--- src/rtl/sprite_anim_fetch.sv ---
`default_nettype none
// ============================================================================
//  Module   : sprite_anim_fetch
//  Purpose  : Animated sprite frame sequencer and ROM pixel fetch pipeline
//             feeding one registered, keyed pixel to the VGA compositor.
//  Revision : 1.0 - initial release
// ============================================================================
module sprite_anim_fetch #(
    parameter int          SPR_W    = 47,
    parameter int          SPR_H    = 41,
    parameter int          NFRAMES  = 6,
    parameter int          TICK_DIV = 4_000_000,
    parameter int          AW       = 11,
    parameter logic [11:0] KEY      = 12'h428
) (
    input  logic                  clk,
    input  logic                  rst,
    input  logic [9:0]            col_addr,
    input  logic [8:0]            row_addr,
    input  logic [9:0]            x_pos,
    input  logic [8:0]            y_pos,
    input  logic                  moving,
    output logic [AW-1:0]         rom_addr,
    input  logic [12*NFRAMES-1:0] rom_data,
    output logic [2:0]            frame_idx,
    output logic [11:0]           pix_out,
    output logic                  pix_opaque
);

    localparam int             c_cw         = (TICK_DIV > 1) ? $clog2(TICK_DIV) : 1;
    localparam logic [c_cw-1:0] c_cnt_max   = c_cw'(TICK_DIV - 1);
    localparam logic [2:0]     c_last_frame = 3'(NFRAMES - 1);
    localparam logic [10:0]    c_spr_w      = 11'(SPR_W);
    localparam logic [9:0]     c_spr_h      = 10'(SPR_H);

    typedef enum logic [1:0] {
        S_IDLE = 2'd0,
        S_RUN  = 2'd1,
        S_STOP = 2'd2
    } state_t;

    state_t            r_state, w_state_nxt;
    logic [c_cw-1:0]   r_cnt;
    logic              w_tick;
    logic [2:0]        r_next_frame, w_next_frame_nxt, w_stepped;

    logic [2:0]        r_frame_idx;
    logic [9:0]        r_xs;
    logic [8:0]        r_ys;

    logic              w_inbox;
    logic [9:0]        w_dx;
    logic [8:0]        w_dy;
    logic [AW-1:0]     w_addr;
    logic [AW-1:0]     r_rom_addr;
    logic              r_s1_inbox, r_s2_inbox;
    logic [2:0]        r_s1_frame, r_s2_frame;
    logic [11:0]       w_slice;
    logic              w_opaque;
    logic [11:0]       r_pix;
    logic              r_opaque;

    // ---------------- prescaler ----------------
    assign w_tick = (r_state != S_IDLE) && (r_cnt == c_cnt_max);

    always_ff @(posedge clk) begin
        if (rst || r_state == S_IDLE || w_tick)
            r_cnt <= '0;
        else
            r_cnt <= r_cnt + 1'b1;
    end

    // ---------------- frame sequencer ----------------
    assign w_stepped = (r_next_frame == c_last_frame) ? 3'd0 : r_next_frame + 3'd1;

    always_ff @(posedge clk) begin
        if (rst) begin
            r_state      <= S_IDLE;
            r_next_frame <= 3'd0;
        end else begin
            r_state      <= w_state_nxt;
            r_next_frame <= w_next_frame_nxt;
        end
    end

    // The tick step is resolved before any moving-driven transition.
    always_comb begin
        w_state_nxt      = r_state;
        w_next_frame_nxt = r_next_frame;
        case (r_state)
            S_IDLE: begin
                w_next_frame_nxt = 3'd0;
                if (moving)
                    w_state_nxt = S_RUN;
            end
            S_RUN: begin
                if (w_tick)
                    w_next_frame_nxt = w_stepped;
                if (!moving)
                    w_state_nxt = S_STOP;
            end
            S_STOP: begin
                if (w_tick)
                    w_next_frame_nxt = w_stepped;
                if (w_tick && w_stepped == 3'd0)
                    w_state_nxt = S_IDLE;
                else if (moving)
                    w_state_nxt = S_RUN;
            end
            default: begin
                w_state_nxt      = S_IDLE;
                w_next_frame_nxt = 3'd0;
            end
        endcase
    end

    // ---------------- shadow latch at screen origin ----------------
    always_ff @(posedge clk) begin
        if (rst) begin
            r_frame_idx <= 3'd0;
            r_xs        <= 10'd0;
            r_ys        <= 9'd0;
        end else if (col_addr == 10'd0 && row_addr == 9'd0) begin
            r_frame_idx <= r_next_frame;
            r_xs        <= x_pos;
            r_ys        <= y_pos;
        end
    end

    // ---------------- S1: bounding box and address ----------------
    // One extra bit on the upper bound keeps a sprite near the right or
    // bottom edge clipped instead of wrapping back to column/row 0.
    assign w_inbox = (col_addr >= r_xs) && ({1'b0, col_addr} < ({1'b0, r_xs} + c_spr_w)) &&
                     (row_addr >= r_ys) && ({1'b0, row_addr} < ({1'b0, r_ys} + c_spr_h));
    assign w_dx    = col_addr - r_xs;
    assign w_dy    = row_addr - r_ys;
    assign w_addr  = w_inbox ? AW'(AW'(w_dy) * AW'(SPR_W) + AW'(w_dx)) : '0;

    always_ff @(posedge clk) begin
        if (rst) begin
            r_rom_addr <= '0;
            r_s1_inbox <= 1'b0;
            r_s1_frame <= 3'd0;
            r_s2_inbox <= 1'b0;
            r_s2_frame <= 3'd0;
        end else begin
            r_rom_addr <= w_addr;
            r_s1_inbox <= w_inbox;
            r_s1_frame <= r_frame_idx;
            r_s2_inbox <= r_s1_inbox;
            r_s2_frame <= r_s1_frame;
        end
    end

    // ---------------- S3: frame select and colour key ----------------
    always_comb begin
        w_slice = 12'd0;
        for (int k = 0; k < NFRAMES; k++) begin
            if (r_s2_frame == 3'(k))
                w_slice = rom_data[12*k +: 12];
        end
    end

    assign w_opaque = r_s2_inbox && (w_slice != KEY);

    always_ff @(posedge clk) begin
        if (rst) begin
            r_pix    <= 12'd0;
            r_opaque <= 1'b0;
        end else begin
            r_pix    <= w_opaque ? w_slice : 12'd0;
            r_opaque <= w_opaque;
        end
    end

    assign rom_addr   = r_rom_addr;
    assign frame_idx  = r_frame_idx;
    assign pix_out    = r_pix;
    assign pix_opaque = r_opaque;

endmodule
`default_nettype wire

--- config.mk ---
export PLATFORM = sky130hd
export DESIGN_NAME = sprite_anim_fetch
export DESIGN_NICKNAME = d
export VERILOG_FILES = /design/src/rtl/sprite_anim_fetch.sv
export SDC_FILE = /design/constraint.sdc
export NUM_CORES = 1
export LEC_CHECK = 0
export CORE_ASPECT_RATIO = 0.6
export CORE_MARGIN = 1.5
export CORE_UTILIZATION = 50
export DETAILED_ROUTE_END_ITERATION = 8
export DONT_BUFFER_PORTS = 1
export SLEW_MARGIN = 25
export SYNTH_ARGS = -nofsm -noshare
export SYNTH_HDL_FRONTEND = slang
export SYNTH_SLANG_ARGS = --single-unit
--- constraint.sdc ---
create_clock -name clk -period 5.8 [get_ports clk]
set_input_delay 0.29 -clock clk [delete_from_list [all_inputs] [get_ports clk]]
set_output_delay 0.29 -clock clk [all_outputs]
set_load 0.05 [all_outputs]
Word level (Yosys, flattened, before mapping):

Index checks and enable logic that the tools add are counted.

* bits in registers: 81
* bits of input ports: 113
* output and inout bits: 27
* logic and storage cells: 69

* add/sub/neg operators: 7
* multipliers: 1
* magnitude comparators: 4
* equal/unequal tests: 11
* multiplexer cells: 11
* bitwise gates (word level): 3
* reduce and logical (&&, ||, !) cells: 19

Operator list (number)
* $mux 12: 6
* $add 22x1->22 const B: 1
* $eq 22x22->1 const B: 1
* $ne 12x11->1 const B: 1
* $add 10x6->11 const B: 1
* $add 11x10->11: 1
* $lt 10x11->1: 1
* $mul 9x6->11 const B: 1
* $add 9x6->10 const B: 1
* $ge 10x10->1: 1
* $logic_not 10->1: 1
* $lt 9x10->1: 1
* $sub 10x10->10: 1
* $eq 3x3->1 const B: 3
* $ge 9x9->1: 1
* $logic_not 9->1: 1
* $sub 9x9->9: 1
* $reduce_or 2->1: 4
* $logic_and 1x1->1: 7
* $eq 3x2->1 const B: 2
* $logic_not 3->1: 2
* $mux 2: 3
* $pmux 2 s3: 1
* $add 3x1->3 const B: 1
* 9 further kinds: 12

Depth between registers and ports, before layout:

* word-level depth: 11
* depth in mapped cells: 23
* mapped depth without buffers: 23

Least setup slack after synthesis:

No wires, ideal clock.

* path type: flip-flop to flip-flop
* start: register r_ys[0]
* end: register r_rom_addr[10] (netlist: rom_addr[10])
* setup time: 0.116 ns
* data arrival time: 4.918 ns
* required time: 5.684 ns
* setup slack: 0.766 ns
* cell stages (with the launch flop): 23
* path buffers: 0
* period minus slack after synthesis: 5.034 ns
* path through: dfxtp_1 > ha_1 > inv_1 > fa_1 > a21o_1 > a21oi_1 > o21bai_1 > a21oi_1 > xnor2_1 > fa_1 > inv_1 > fa_1 > inv_1 > fa_1 > inv_1 > fa_1 > inv_1 > ha_1 > o21ai_0 > o21bai_1 > a41oi_1 > xnor2_1 > nor2b_1

* longest elaborated chain between the ends: 5
* elaborated cells between the ends (all ways): 10
* those cells by class: 3 x add/sub; 1 x mul; 2 x order compare; 1 x bitwise; 3 x reduce/logical

RTL lines
* start, declared: RTL line 49 `logic [8:0] r_ys;`
* start signal, assigned: RTL line 126 `r_ys <= y_pos;`
* branches (longest 5 deep; another with $mul 9x6->11)
* end signal, assigned: RTL line 147 `r_rom_addr <= w_addr;`
* end, declared: RTL line 55 `logic [AW-1:0] r_rom_addr;`

Parallel ways; which one is timed is not known.
A chain may end at the register's enable or synchronous reset.

Worst setup path after layout:

Same ends and word-level chain as after synthesis.

==> results.txt <==
----------------------------------------------------
[STA]
  Final number of setup-violating endpoints ... 0
  Headroom to the max-slew limit ... 39.4%
  Worst hold slack ... 0.0303 ns
  Total count of hold-check failures in the final report ... 0
  Unrepaired setup endpoints after global routing ... no
  Fmax ... ~0.19 GHz
  Worst Max-Slew Pin Slew ... 0.901 ns
  Final worst slack ... roughly 0.43 ns
  Count of pins over their slew limit ... 0
  Post-route fraction of the period consumed by the critical path ... 92.6%
  Final period demand of the worst path ... 5.37 ns
  Final Skew ... roughly 0.011 ns
  Setup TNS ... 0 ns

[Synth]
  Most frequent cells after synthesis ... 90 x sky130_fd_sc_hd__nor2_1, 88 x sky130_fd_sc_hd__inv_1, 81 x sky130_fd_sc_hd__dfxtp_1, 71 x sky130_fd_sc_hd__ha_1, 42 x sky130_fd_sc_hd__a21oi_1
  Cell accounting for the most synthesized area ... sky130_fd_sc_hd__dfxtp_1
  Number of distinct library cells after synthesis ... 60
  Fraction of synthesis flops using an asynchronous set or reset pin ... 0%
  Post-Syn Area ... 0.00629 mm^2
  Cells after Synth ... 711
  Mean instance size in the synthesized netlist ... 8.84 um^2
  Largest cells by area after synthesis ... sky130_fd_sc_hd__dfxtp_1 26%, sky130_fd_sc_hd__ha_1 14%, sky130_fd_sc_hd__fa_1 8.0%, sky130_fd_sc_hd__mux2i_1 6.4%, sky130_fd_sc_hd__xnor2_1 5.4%
  Seq/Total Area, Yosys ... 25.8%
  Share of the synthesized area in the top cell type ... between 20% and 30%
  Most instantiated flip-flop cell in the synthesis netlist ... sky130_fd_sc_hd__dfxtp_1
  Most numerous cell in the Yosys netlist ... sky130_fd_sc_hd__nor2_1
  Post-Synthesis Net Count ... 920
  Post-synthesis sequential element count ... 81
  Post-synth EDFFs ... 0
  Yosys warns ... 0

[GRT]
  Final global-route overflow total ... 0
  Met3 GRT Util ... 8.53%
  Number of antenna violations at the first check in global routing ... 1
  First-pass GRT wire length ... 24.0 mm
  Number of global-route vias before repair ... 4,632
  Total global-route track usage ... 23.1%
  Pin count of the biggest net entering global routing ... 37
  Routing layer with the top usage in global route ... met1
  Met1 Track Usage GR ... 35.0%
  GR Layer Usage met2 ... roughly 31%

[Clocking]
  Clk sink count ... 81
  Number of gates given a new drive strength after cts ... 0
  Clock network latency to the later pin of the worst-skew pair ... 0.34 ns
  Library cell used as clock root buffer ... sky130_fd_sc_hd__clkbuf_16
  Clock slew seen by the registers of the worst setup and hold paths ... 0.06 ns
  Clock tree from TritonCTS ... done
  Buffer count from post-CTS setup fixing ... 0
  Number of hold-repair buffers added at the cts stage ... 0
  Depth of the CTS H-tree ... 3
  Number of buffers on the longest clock path ... 2
  Total clock buffers created by CTS ... 9

[Power]
  Total power ... between 2 and 2.5 mW
  Areal power density over the cells ... approximately 320 mW/mm^2
  Maximum VDD drop ... roughly 0.31 mV
  Leakage power summed over all cells ... 2.65 nW

[Hold path]
  Worst min-delay path class ... input pin to flip-flop

[Finish]
  Cell area after layout ... 0.00676 mm^2
  Count of nets after finishing ... 915
  Fraction of final layout cells with drive strength greater than 1 ... 4.64%
  Sequential Area ... ~0.0016 mm^2
  Area growth, synth to finish ... 7.46%
  Total of fill cells in the finished design ... 1,131
  Multi-input combinational cell area ... 0.00426 mm^2

[Placed design]
  Cell area reported after detailed placement ... 0.00643 mm^2
  Worst slack at placement ... between 0.3 and 0.4 ns
  Final RePlAce weighted congestion ... 0.905
  Final HPWL from detailed placement ... 12.1 mm
  Buffers on Ports ... 0

[Worst setup path]
  Arrival time of data at the critical path endpoint ... around 5.6 ns
  CP Data Required Time ... 6.03 ns
  Worst Path Class, Setup ... flip-flop to flip-flop
  Category of the worst setup path launch point ... flip-flop
  Maximum fanout along the worst path ... 5
  Endpoint class of the critical path ... flip-flop

[Floorplanning]
  Effective utilization at floorplan ... between 50% and 60%
  # IOs ... between 100 and 150
  Area of the die ... 0.0133 mm^2
  Floorplan row count ... 31
  Floorplan die width ... 148 um
  Die height ... 89.9 um
  Placeable Area ... 0.0121 mm^2

[Route]
  Routed wire per std cell ... 16.8 um
  DRC violation count after routing ... 0
  Count of antenna-violating nets left after detailed routing ... 0
  Iteration count of the initial detailed-routing pass ... 5
  Routed vias/inst ... 5.52
  Aggregate routed wire length ... 14.8 mm
  First DRT Iteration DRCs ... 287
  Detailed-route via count ... about 4,800

[Job]
  Max Cap Violations ... 0

[Status]
  Run status ... completed

----------------------------------------------------
[routing by layer]
layer | wire (um) | vias to the layer above
met5 | 0 | -
met4 | 107 | 0
met3 | 1370 | 11
met2 | 5680 | 140
met1 | 7600 | 2270
li1 | - | 2424
[placed cells by master, fill, tap and decap left out, types with 9 or more instances in the layout]
cell type and instances:
sky130_fd_sc_hd__o21ai_0 14, sky130_fd_sc_hd__nor3_1 9, sky130_fd_sc_hd__clkbuf_16 9, sky130_fd_sc_hd__inv_1 88, sky130_fd_sc_hd__nor2_1 90, sky130_fd_sc_hd__xnor2_1 39
sky130_fd_sc_hd__a21oi_1 41, sky130_fd_sc_hd__dfxtp_1 81, sky130_fd_sc_hd__nor4_1 10, sky130_fd_sc_hd__nand3_1 18, sky130_fd_sc_hd__mux2i_1 40, sky130_fd_sc_hd__ha_1 71
sky130_fd_sc_hd__xor2_1 24, sky130_fd_sc_hd__a21o_1 11, sky130_fd_sc_hd__fa_1 25, sky130_fd_sc_hd__nand4_1 11, sky130_fd_sc_hd__nor2b_1 12, sky130_fd_sc_hd__and2_1 12
sky130_fd_sc_hd__nand2_1 18
[path summary, 6_finish.rpt]
path | startpoint | end | slack (ns) | cells after the start
max | r_ys[0] | rom_addr[10] | 0.43 | 22
min | rst | r_state[1] | 0.03 | 1
max reg2reg | r_ys[0] | rom_addr[10] | 0.43 | 22
min reg2reg | r_s1_frame[0] | r_s2_frame[0] | 0.44 | 1
[cell type report]
type	count	area share [%]
diodes	2	0.0741
multi-input cells	522	63.0
clock buffers	11	3.59
clock inverters	5	0.945
well taps	165	3.06
repair buffers	3	0.333
inverters	89	4.95
flip-flops and latches	81	24.0
[power breakdown]
group | internal [mW] | total, mW | switching [mW]
sequential | 0.568 | 0.602 | 0.0340
combinational | 0.455 | 0.999 | 0.544
clock | 0.348 | 0.583 | 0.234
[critical path, cell delays in order (launching register included)]
cell	delay, ns
sky130_fd_sc_hd__dfxtp_1	0.38
sky130_fd_sc_hd__ha_1	0.18
sky130_fd_sc_hd__inv_1	0.05
sky130_fd_sc_hd__fa_1	0.40
sky130_fd_sc_hd__a21o_1	0.21
sky130_fd_sc_hd__a21oi_2	0.19
sky130_fd_sc_hd__o21bai_1	0.08
sky130_fd_sc_hd__a21oi_1	0.19
sky130_fd_sc_hd__xnor2_1	0.21
sky130_fd_sc_hd__fa_1	0.55
sky130_fd_sc_hd__inv_1	0.05
sky130_fd_sc_hd__fa_1	0.48
sky130_fd_sc_hd__inv_1	0.05
sky130_fd_sc_hd__fa_1	0.52
sky130_fd_sc_hd__inv_1	0.06
sky130_fd_sc_hd__fa_1	0.52
sky130_fd_sc_hd__inv_1	0.04
sky130_fd_sc_hd__ha_1	0.31
sky130_fd_sc_hd__o21ai_0	0.13
sky130_fd_sc_hd__o21bai_1	0.15
sky130_fd_sc_hd__a41oi_1	0.28
sky130_fd_sc_hd__xnor2_1	0.15
sky130_fd_sc_hd__nor2b_1	0.07
[through the flow]
stage | util [%] | instances
2_1_floorplan | - | 711
3_3_place_gp | 53.0 | 860
3_5_place_dp | 53.0 | 860
4_1_cts | 55.5 | 876
5_1_grt | 55.6 | 876
6_report | 55.6 | 878
[sequential cells by signal (all words and copies together) (netlist names)]
name / cells
r_s1_inbox: 1
frame_idx: 3
r_s1_frame: 3
rom_addr: 11
r_xs: 10
r_cnt: 22
r_ys: 9
pix_opaque: 1
r_next_frame: 3
r_s2_inbox: 1
r_s2_frame: 3
r_state: 2
pix_out: 12
[kinds of logic (layout without fill, tap and decap cells)]
group | after synthesis | in the layout | share of synthesized area (%)
AO/OA/AOI/OAI | 108 | 108 | 10.6
XOR/XNOR | 65 | 65 | 9.51
adder cells (fa/ha/maj) | 96 | 96 | 22.1
buffers and inverters | 108 | 108 | 6.75
flip-flops | 81 | 81 | 25.8
multiplexers | 48 | 48 | 9.06
other | 0 | 2 | 0
AND/OR/NAND/NOR | 205 | 205 | 16.2
(Power assumes the default switching activity.)
